==> src/rtl/stack_scheduler.sv <==
// stack_scheduler: shares one LIFO stack between two writers (W0, W1) and two
// readers (R0, R1). One stack transaction runs at a time. Requesters are
// granted round-robin, masked by full/empty. Stalled handshakes are aborted
// by a watchdog.
//
// Ports:
//   clk, rst               clock (rising edge), synchronous active-high reset
//   wr_req, wr_data0/1     writer request levels and push data
//   wr_ack                 one-cycle pulse per writer when its push completes
//   rd_req                 reader request levels
//   rd_ack, rd_data        one-cycle pulse per reader; popped word (held)
//   tx_rdy, tx_done,       four-phase push handshake toward the stack
//   in_data
//   rx_rdy, rx_done,       four-phase pop handshake toward the stack
//   out_data
//   empty, full            stack status, used only for arbitration
//   busy                   FSM not in IDLE
//   err, err_id            one-cycle watchdog abort pulse and the aborted slot
//
// State table:
//   IDLE      | arbitrate among eligible requesters
//   WR_ASSERT | tx_rdy high, waiting for tx_done=1
//   WR_REL    | tx_rdy low, waiting for tx_done=0
//   RD_WAIT   | waiting for rx_rdy=1
//   RD_REL    | rx_done high, waiting for rx_rdy=0
//   DONE      | ack pulse cycle
//   ERR       | watchdog abort pulse cycle
module stack_scheduler #(
    parameter int WIDTH   = 8,
    parameter int TIMEOUT = 16
) (
    input  logic             clk,
    input  logic             rst,
    input  logic [1:0]       wr_req,
    input  logic [WIDTH-1:0] wr_data0,
    input  logic [WIDTH-1:0] wr_data1,
    output logic [1:0]       wr_ack,
    input  logic [1:0]       rd_req,
    output logic [1:0]       rd_ack,
    output logic [WIDTH-1:0] rd_data,
    output logic             tx_rdy,
    input  logic             tx_done,
    output logic [WIDTH-1:0] in_data,
    input  logic             rx_rdy,
    output logic             rx_done,
    input  logic [WIDTH-1:0] out_data,
    input  logic             empty,
    input  logic             full,
    output logic             busy,
    output logic             err,
    output logic [1:0]       err_id
);

    typedef enum logic [2:0] {
        IDLE,
        WR_ASSERT,
        WR_REL,
        RD_WAIT,
        RD_REL,
        DONE,
        ERR
    } state_t;

    localparam int WW = $clog2(TIMEOUT);
    localparam logic [WW-1:0] WDOG_MAX = WW'(TIMEOUT - 1);

    state_t        state;
    logic [1:0]    last;
    logic [1:0]    slot;
    logic [WW-1:0] wdog;

    logic [3:0] elig;
    logic       win_valid;
    logic [1:0] win;
    logic [1:0] cand;
    logic       in_wait;
    logic       exit_cond;

    // Slot order: 0=W0, 1=W1, 2=R0, 3=R1.
    assign elig = {rd_req[1] & ~empty, rd_req[0] & ~empty,
                   wr_req[1] & ~full,  wr_req[0] & ~full};

    // Scan starts just after the last winner; 2-bit addition provides the wrap.
    always_comb begin
        win_valid = 1'b0;
        win       = last;
        cand      = last;
        for (int i = 1; i <= 4; i++) begin
            cand = last + 2'(i);
            if (!win_valid && elig[cand]) begin
                win_valid = 1'b1;
                win       = cand;
            end
        end
    end

    always_comb begin
        in_wait   = 1'b0;
        exit_cond = 1'b0;
        case (state)
            WR_ASSERT: begin in_wait = 1'b1; exit_cond = tx_done;  end
            WR_REL:    begin in_wait = 1'b1; exit_cond = !tx_done; end
            RD_WAIT:   begin in_wait = 1'b1; exit_cond = rx_rdy;   end
            RD_REL:    begin in_wait = 1'b1; exit_cond = !rx_rdy;  end
            default:   begin in_wait = 1'b0; exit_cond = 1'b0;     end
        endcase
    end

    always_ff @(posedge clk) begin
        if (rst) begin
            state   <= IDLE;
            last    <= 2'd3;
            slot    <= 2'd0;
            wdog    <= '0;
            tx_rdy  <= 1'b0;
            rx_done <= 1'b0;
            in_data <= '0;
            rd_data <= '0;
            wr_ack  <= 2'b00;
            rd_ack  <= 2'b00;
            busy    <= 1'b0;
            err     <= 1'b0;
            err_id  <= 2'd0;
        end else begin
            wr_ack <= 2'b00;
            rd_ack <= 2'b00;
            err    <= 1'b0;
            if (in_wait && !exit_cond) begin
                if (wdog == WDOG_MAX) begin
                    state   <= ERR;
                    tx_rdy  <= 1'b0;
                    rx_done <= 1'b0;
                    err     <= 1'b1;
                    err_id  <= slot;
                    wdog    <= '0;
                end else begin
                    wdog <= wdog + 1'b1;
                end
            end else begin
                wdog <= '0;
                case (state)
                    IDLE: begin
                        if (win_valid) begin
                            last <= win;
                            slot <= win;
                            busy <= 1'b1;
                            if (!win[1]) begin
                                state   <= WR_ASSERT;
                                tx_rdy  <= 1'b1;
                                in_data <= win[0] ? wr_data1 : wr_data0;
                            end else begin
                                state <= RD_WAIT;
                            end
                        end
                    end
                    WR_ASSERT: begin
                        state  <= WR_REL;
                        tx_rdy <= 1'b0;
                    end
                    WR_REL: begin
                        state           <= DONE;
                        wr_ack[slot[0]] <= 1'b1;
                    end
                    RD_WAIT: begin
                        state   <= RD_REL;
                        rd_data <= out_data;
                        rx_done <= 1'b1;
                    end
                    RD_REL: begin
                        state           <= DONE;
                        rx_done         <= 1'b0;
                        rd_ack[slot[0]] <= 1'b1;
                    end
                    default: begin
                        // DONE and ERR both last one cycle.
                        state <= IDLE;
                        busy  <= 1'b0;
                    end
                endcase
            end
        end
    end

endmodule

==> config.mk <==
export PLATFORM = sky130hd
export DESIGN_NAME = stack_scheduler
export DESIGN_NICKNAME = d
export VERILOG_FILES = /design/src/rtl/stack_scheduler.sv
export SDC_FILE = /design/constraint.sdc
export NUM_CORES = 1
export LEC_CHECK = 0
export ABC_AREA = 1
export CORE_MARGIN = 1
export CORE_UTILIZATION = 40
export CTS_BUF_LIST = sky130_fd_sc_hd__clkbuf_8
export DETAILED_ROUTE_END_ITERATION = 12
export PLACE_DENSITY = 0.77
export SLEW_MARGIN = 40
export SYNTH_ARGS = -nofsm -noshare
export SYNTH_HDL_FRONTEND = slang
export SYNTH_SLANG_ARGS = --single-unit
export TNS_END_PERCENT = 5
==> constraint.sdc <==
create_clock -name clk -period 5.3 [get_ports clk]
set_clock_uncertainty 0.1 [all_clocks]
set_input_delay 1.06 -clock clk [delete_from_list [all_inputs] [get_ports clk]]
set_output_delay 1.06 -clock clk [all_outputs]
set_load 0.01 [all_outputs]
# Yosys cells after proc, flatten, opt, wreduce, memory -nomap -nowiden

Index checks and enable logic that the tools add are counted.

Flip-flop bits (word level): 37
Output and inout bits: 26

Muxes and demuxes: 36
Bitwise logic cells: 11
Order comparisons: 6
Reductions and logical operators: 28
Add/subtract/negate cells: 4
Equal/unequal tests: 9

Operator list:

| cell                                                        | number |
|---|---|
| 2-to-1 mux 1 bit                                            | 17 |
| less-than comparator 2 x 3 -> 1 bit (second input constant) | 4 |
| case mux 3 bit (4 select lines)                             | 1 |
| 2-to-1 mux 2 bit                                            | 5 |
| 2-to-1 mux 3 bit                                            | 3 |
| OR reduction 3 bit                                          | 3 |
| binary-select mux 1 bit (select 2 bit)                      | 4 |
| 2-to-1 mux 8 bit                                            | 1 |
| AND reduction 2 bit                                         | 4 |
| AND reduction 4 bit                                         | 2 |
| NOT 1 bit                                                   | 7 |
| == test 3 x 2 -> 1 bit (second input constant)              | 2 |
| zero test 1 bit                                             | 6 |
| inequality test 3 bit (second input constant)               | 2 |
| case mux 1 bit (2 select lines)                             | 3 |
| AND reduction 3 bit                                         | 2 |
| nonzero test 3 bit                                          | 2 |
| logical AND 1 bit                                           | 5 |
| adder 2 bit (second input constant)                         | 2 |
| adder 4 x 1 -> 4 bit (second input constant)                | 1 |
| AND 1 bit                                                   | 4 |
| == test 4 bit (second input constant)                       | 1 |
| case mux 1 bit (4 select lines)                             | 1 |
| OR reduction 2 bit                                          | 2 |
| 10 further kinds                                            | 10 |

# Logic depth before layout (Yosys ltp)

Gate-level depths: netlist (run 1).

Depth in word-level cells: 18
Depth in mapped cells: 15

# Worst setup path before layout (run 1)

Ideal clock, no wire load.

Path kind: input to register
Start: in empty
End: reg in_data[0]
Path buffers: 1
Setup time: 113 ps
Stages: 12
Path slack: 2984 ps
Data arrival time: 2103 ps
Path through: inv_1 nand3_1 nand3_2 nand2_4 nand2_2 nor2_2 nand2_2 nand2_4 nor2_4 buf_6 o21ai_1 nor2_1

Cells in the longest elaborated chain, start to end: 16
Elaborated cells on any way between the ends: 28
Those cells by class: 17 x mux; 4 x bitwise; 7 x reduce/logical

RTL lines:

| what                                   | line | text |
|---|---|---|
| start: declaration                     | 47   | `input logic empty,` |
| NOT 1 bit *                            | 80   | `assign elig = {rd_req[1] & ~empty, rd_req[0] & ~empty,` |
| AND 1 bit                              | 80   |  |
| binary-select mux 1 bit (select 2 bit) | 90   | `if (!win_valid && elig[cand]) begin` |
| 2-to-1 mux 1 bit (not written as such) | 90   |  |
| 2-to-1 mux 1 bit                       | 90   |  |
| zero test 1 bit                        | 90   |  |
| logical AND 1 bit                      | 90   |  |
| 2-to-1 mux 1 bit                       | 90   |  |
| zero test 1 bit                        | 90   |  |
| logical AND 1 bit                      | 90   |  |
| 2-to-1 mux 1 bit                       | 90   |  |
| zero test 1 bit                        | 90   |  |
| logical AND 1 bit                      | 90   |  |
| 2-to-1 mux 2 bit                       | 90   |  |
| NOT 1 bit (no line)                    | --   |  |
| AND reduction 4 bit (no line)          | --   |  |
| end signal: assignment                 | 150  | `in_data <= win[0] ? wr_data1 : wr_data0;` |
| end: declaration                       | 43   | `output logic [WIDTH-1:0] in_data,` |

Mark *: on every way between the ends. The rest lies on a longest branch, timed or not. The select of a mux whose other input is x is not followed.
A chain may end at the register's enable or synchronous reset.

# Final worst setup path (run 1)

Start: in full
End: reg in_data[5]

Cells in the longest elaborated chain, start to end: 16
Elaborated cells on any way between the ends: 28
Those cells by class: 17 x mux; 4 x bitwise; 7 x reduce/logical

RTL lines:

| what                                   | line | text |
|---|---|---|
| start: declaration                     | 48   | `input logic full,` |
| NOT 1 bit *                            | 81   | `wr_req[1] & ~full, wr_req[0] & ~full};` |
| AND 1 bit                              | 81   |  |
| binary-select mux 1 bit (select 2 bit) | 90   |  |
| 2-to-1 mux 1 bit (not written as such) | 90   |  |
| 2-to-1 mux 1 bit                       | 90   |  |
| zero test 1 bit                        | 90   |  |
| logical AND 1 bit                      | 90   |  |
| 2-to-1 mux 1 bit                       | 90   |  |
| zero test 1 bit                        | 90   |  |
| logical AND 1 bit                      | 90   |  |
| 2-to-1 mux 1 bit                       | 90   |  |
| zero test 1 bit                        | 90   |  |
| logical AND 1 bit                      | 90   |  |
| 2-to-1 mux 2 bit                       | 90   |  |
| NOT 1 bit (no line)                    | --   |  |
| AND reduction 4 bit (no line)          | --   |  |

Marked as above.

==> results of run 1 <==
==> stage by stage <==
stage / power (mW) / utilization [%] / worst slack [ns] / std cells / instance area, sq um
finish: 1.18 / 57.7 / 2.51 / 361 / 2530
global route: 1.29 / 57.7 / 2.27 / 361 / 2530
CTS: 1.19 / 57.7 / 2.50 / 361 / 2530
detailed placement: 0.979 / 55.5 / 2.20 / 353 / 2430
global placement: 0.970 / 55.5 / 2.25 / 353 / 2430
floorplan: 0.838 / - / 2.98 / 249 / 1830
==> how the worst min path moves through the flow <==
| stage | end | cells after the start | start |
|---|---|---|---|
| 6_report | wdog[0] | 1 | wdog[0] |
| 5_1_grt | wdog[0] | 1 | wdog[0] |
| 4_1_cts | wdog[0] | 1 | wdog[0] |
| 3_5_place_dp | wdog[0] | 1 | wdog[0] |
| 3_3_place_gp | wdog[0] | 1 | wdog[0] |
| 2_1_floorplan | wdog[0] | 1 | wdog[0] |
==> synthesized netlist by cell type, types with 3 or more instances <==
library cell	number	area (sq um)
inv_2	4	15.0
nand3_2	3	30.0
o21ai_2	6	52.6
nor3_1	4	20.0
nand2_1	52	195
nand2_2	8	50.1
buf_6	3	33.8
dfxtp_1	37	741
o21ai_1	3	15.0
o21ai_0	4	20.0
inv_1	13	48.8
nor2_1	32	120
a21oi_1	19	95.1
nand2_4	4	45.0
nand3_1	37	185
==> per-layer routing <==
| layer | up-vias | global-route usage [%] | wire length, um |
|---|---|---|---|
| met4 | 0 | 7.33 | 75 |
| met3 | 6 | 7.12 | 297 |
| met2 | 48 | 30.3 | 1900 |
| met1 | 804 | 21.8 | 1860 |
| met5 | - | 0 | 0 |
| li1 | 938 | - | - |
==> area by class of cell <==
type                       instances  area [sq um]
fill                             431          1850
multi-input combinational        186           960
sequential                        37           741
timing repair buffer              59           591
clock buffer                       6          82.6
inverter                          19          78.8
tap                               52          65.1
clock inverter                     2          13.8
==> kinds of logic after synthesis <==
| group | after synthesis | share of synthesized area (%) |
|---|---|---|
| AO/OA/AOI/OAI | 36 | 11.8 |
| XOR/XNOR | 2 | 0.958 |
| adder cells (fa/ha/maj) | 1 | 0.684 |
| buffers and inverters | 26 | 7.04 |
| flip-flops | 37 | 40.5 |
| AND/OR/NAND/NOR | 147 | 39.0 |
==> registers in the layout, indices dropped and copies added, names as in the netlist <==
register and count:
wr_ack 2, err_id 2, last 2, busy 1, rd_ack 2, err 1
rd_data 8, state 3, tx_rdy 1, slot 2, in_data 8, wdog 4
rx_done 1
==> power by group through the flow <==
stage	clock (mW)	sequential [mW]	combinational [mW]
after CTS	0.209	0.372	0.606
final	0.207	0.372	0.603
after detailed placement	0	0.377	0.602
after global routing	0.222	0.380	0.688
after global placement	0	0.377	0.594
after floorplan	0	0.372	0.466
==> flow_summary.json, run 1 <==
{
  "crit_path_frequent_cell": "nand2_2",
  "drv_slew": 0,
  "reg2reg_to": "in_data[5]",
  "clkTransAtPathRegs_ns": 0.08,
  "clk_path_buf_depth": 2,
  "p_leak_nw": 1.06,
  "crit_type": "in -> reg",
  "post-route-period-util_pct": 52.6,
  "grt_pass1_vias": 1653,
  "vdd_drop_max_mv": 0.237,
  "hold_path_class": "reg -> reg",
  "final_cell_mix": "clkdlybuf4s50_1, nand2_1, nand3_1, dfxtp_1, nor2_1",
  "post_cts_resized": 0,
  "cp.buffers_inverters": 3,
  "path_cells": "clkdlybuf4s50_1, inv_1, nand3_1, nand3_1, nand2_2, nand2_2, nor2_2, nand2_2, nand2_4, nor2_4, inv_2, nor2_1, nor2_1",
  "setup_tns_ns": 0,
  "vias_per_cell": 4.98,
  "ioPinCount": 60,
  "cpMaxStageDelayCell": "clkdlybuf4s50_1",
  "final_common_cell": "clkdlybuf4s50_1",
  "swShare_pct": 44.0,
  "track_usage_pct": 18.5,
  "postRouteAntennaNets": 0,
  "grt_max_degree": 19,
  "combPwrFrac_pct": 51.0,
  "hpwl_um": 3120,
  "postCtsSetupBuffers": 0,
  "die-width_um": 69.6,
  "cts_tree": "built",
  "cts_hold_buf": 0,
  "critPathCaptureType": "flip-flop",
  "async_flop_share_pct": 0,
  "crit_arrival_ns": 2.88,
  "outcome": "completed",
  "drc": 0,
  "rr_worst_depth": 11,
  "worstSetupStartpoint": "full",
  "synth_area_per_cell_sq_um": 7.35,
  "seqPwrFrac_pct": 31.5,
  "final_layout_size_suffix_gt1_share_pct": 12.9,
  "io_buffer_count": 59,
  "power.clock.fraction_pct": 17.5,
  "insertion_delay_ns": 0.30,
  "rsz0062_at_grt": "no",
  "finalSetupViolCount": 0,
  "ys_types": 30,
  "initial_core_util_pct": 41.7,
  "required_ns": 5.39,
  "critPathMaxFanout": 11,
  "max_stage_delay_ns": 0.39,
  "synth_seq_cells": 37,
  "syn2layout_area_growth_pct": 38.4,
  "fin_crit_ns": 2.79,
  "vias": 1796,
  "core_sq_um": 4380,
  "synth_edf_count": 0,
  "power.density_nw_per_um2": 467,
  "htree_num_levels": 2,
  "grt_pass1_wl_um": 7110,
  "hold_viol": 0,
  "synth.cell_area_sq_um": 1830,
  "initialDrtViolationCount": 83,
  "fin_hold_ws_ns": 0.356,
  "post_drt_wl_per_cell_um": 11.5,
  "crit_end": "in_data[5]",
  "root_buffer": "clkbuf_8",
  "drtPass1Iterations": 4,
  "worst_pin_slew_ns": 0.648,
  "r2r_start": "last[0]",
  "antennaDiodeCount": 0,
  "numCtsBuffers": 5,
  "cp-start-kind": "primary input",
  "max_freq_mhz": 359,
  "cp_top_family": "simple AND/OR/NAND/NOR gates",
  "maxCapViolCount": 0,
  "antenna_found_initial": 0,
  "slew_headroom_pct": 56.7,
  "synth-seq-area-share_pct": 40.5,
  "syn_nets": 284,
  "die_h_um": 69.6,
  "nets": 343,
  "yosysWarnings": 0,
  "r2r_slack_ns": 3.06,
  "rows": 24,
  "syn-instance-count": 249,
  "cts.sinks": 37,
  "ys.flop_type": "dfxtp_1",
  "globalplace.congestion": 0.797,
  "die_area_sq_um": 4850,
  "path_depth": 13,
  "p_switching_mw": 0.519,
  "cellInternalPower_mw": 0.662,
  "wl_um": 4140,
  "overflow": 0
}
(Power assumes the default switching activity.)
==> inputs of run 2 (changes only) <==
- clock period: 5.3 -> 2.7 ns (I/O delays scaled with it)
==> flow_summary.json, run 2 (synthesis results as in run 1) <==
{
  "antennaDiodeCount": 0,
  "finalSetupViolCount": 0,
  "globalplace.congestion": 0.810,
  "combPwrFrac_pct": 51.6,
  "crit_arrival_ns": 2.34,
  "post-route-period-util_pct": 83.5,
  "grt_pass1_vias": 1667,
  "root_buffer": "clkbuf_8",
  "critPathMaxFanout": 11,
  "postRouteAntennaNets": 0,
  "numCtsBuffers": 5,
  "nets": 346,
  "seqPwrFrac_pct": 31.5,
  "cellInternalPower_mw": 1.30,
  "post_cts_resized": 0,
  "antenna_found_initial": 0,
  "drv_slew": 0,
  "post_drt_wl_per_cell_um": 11.4,
  "io_buffer_count": 59,
  "track_usage_pct": 18.2,
  "hpwl_um": 3180,
  "vias": 1809,
  "ioPinCount": 60,
  "clkTransAtPathRegs_ns": 0.07,
  "initial_core_util_pct": 41.7,
  "cts.sinks": 37,
  "worst_pin_slew_ns": 0.469,
  "final_layout_size_suffix_gt1_share_pct": 13.5,
  "die_area_sq_um": 4850,
  "clk_path_buf_depth": 2,
  "die_h_um": 69.6,
  "cts_tree": "built",
  "vdd_drop_max_mv": 0.565,
  "critPathCaptureType": "flip-flop",
  "fin_crit_ns": 2.26,
  "core_sq_um": 4380,
  "cp-start-kind": "primary input",
  "insertion_delay_ns": 0.29,
  "vias_per_cell": 4.98,
  "slew_headroom_pct": 68.7,
  "grt_max_degree": 16,
  "htree_num_levels": 2,
  "utilization_pct": 58.1,
  "p_switching_mw": 1.01,
  "postCtsSetupBuffers": 0,
  "die-width_um": 69.6,
  "cpMaxStageDelayCell": "clkdlybuf4s50_1",
  "hold_path_class": "reg -> reg",
  "cts_hold_buf": 0,
  "swShare_pct": 43.9,
  "required_ns": 2.78,
  "power.clock.fraction_pct": 16.9,
  "drc": 0,
  "outcome": "completed",
  "overflow": 0,
  "maxCapViolCount": 0,
  "grt_pass1_wl_um": 7130,
  "fill_cells": 408,
  "final_common_cell": "clkdlybuf4s50_1",
  "rsz0062_at_grt": "no",
  "syn2layout_area_growth_pct": 39.3,
  "p_leak_nw": 1.07,
  "setup_tns_ns": 0,
  "wl_um": 4140,
  "max_freq_mhz": 443,
  "path_cells": "clkdlybuf4s50_1, inv_1, nand3_1, nand3_2, nand2_4, nand2_2, nand3_1, nand2_1, clkinv_1, nand2_2, nor2_4, inv_2, nor2_1, nor2_1",
  "crit_type": "in -> reg",
  "reg_top3": "in_data: 8 flops, rd_data: 8 flops, wdog: 4 flops",
  "final_cell_mix": "clkdlybuf4s50_1, nand2_1, nand3_1, dfxtp_1, nor2_1",
  "drtPass1Iterations": 4,
  "initialDrtViolationCount": 99,
  "dpl_cell_area_sq_um": 2460,
  "power.density_nw_per_um2": 908,
  "hold_viol": 0,
  "rows": 24,
  "max_stage_delay_ns": 0.45,
  "finalInstanceArea_sq_um": 2550
}
[run 2: cell types whose count changed in the layout (fill, tap and decap cells not counted), sizes merged]
cell / before / now
buf: 0 / 3
clkinvlp: 0 / 1
clkinv: 3 / 1
[run 2: stage by stage]
stage	power, mW	cells	hold slack, ns	setup slack (ns)
3_3_place_gp	1.91	356	0.335	0.196
3_5_place_dp	1.93	356	0.349	0.121
5_1_grt	2.51	363	0.387	0.229
6_report	2.31	363	0.358	0.445
4_1_cts	2.33	363	0.359	0.430
2_1_floorplan	1.64	249	0.318	0.904
[run 2: worst paths after layout]
check	start	endpoint	slack [ns]	depth (start not counted)
setup / recovery	empty	in_data[2]	0.44	14
hold / removal	wdog[0]	wdog[0]	0.36	1
setup reg to reg	last[0]	in_data[2]	0.53	13
hold reg to reg	wdog[0]	wdog[0]	0.36	1
[run 2: layer usage]
layer / GRT usage [%] / routed length (um)
met2: 30.6 / 1930
met1: 21.1 / 1870
met4: 6.67 / 59
met5: 0 / 0
met3: 6.83 / 273
[run 2: area by class of cell]
class                   instances  area (sq um)  share of cell area (%)
repair buffers                 62           613                    24.1
clock inverters                 1          7.51                   0.295
clock buffers                   6          82.6                    3.24
inverters                      19          78.8                    3.09
well taps                      52          65.1                    2.55
multi-input cells             186           960                    37.7
flip-flops and latches         37           741                    29.1
[run 2: critical path: cells and delay by family]
family / cells / cell delay [ns]
AND/OR/NAND/NOR: 10 / 1.09
buffers and inverters: 4 / 0.70
[run 2: power groups by stage]
stage	logic (mW)	registers, mW	clock network [mW]
5_1_grt	1.34	0.743	0.423
3_5_place_dp	1.19	0.739	0
2_1_floorplan	0.914	0.731	0
4_1_cts	1.20	0.729	0.401
6_report	1.19	0.729	0.391
3_3_place_gp	1.17	0.737	0
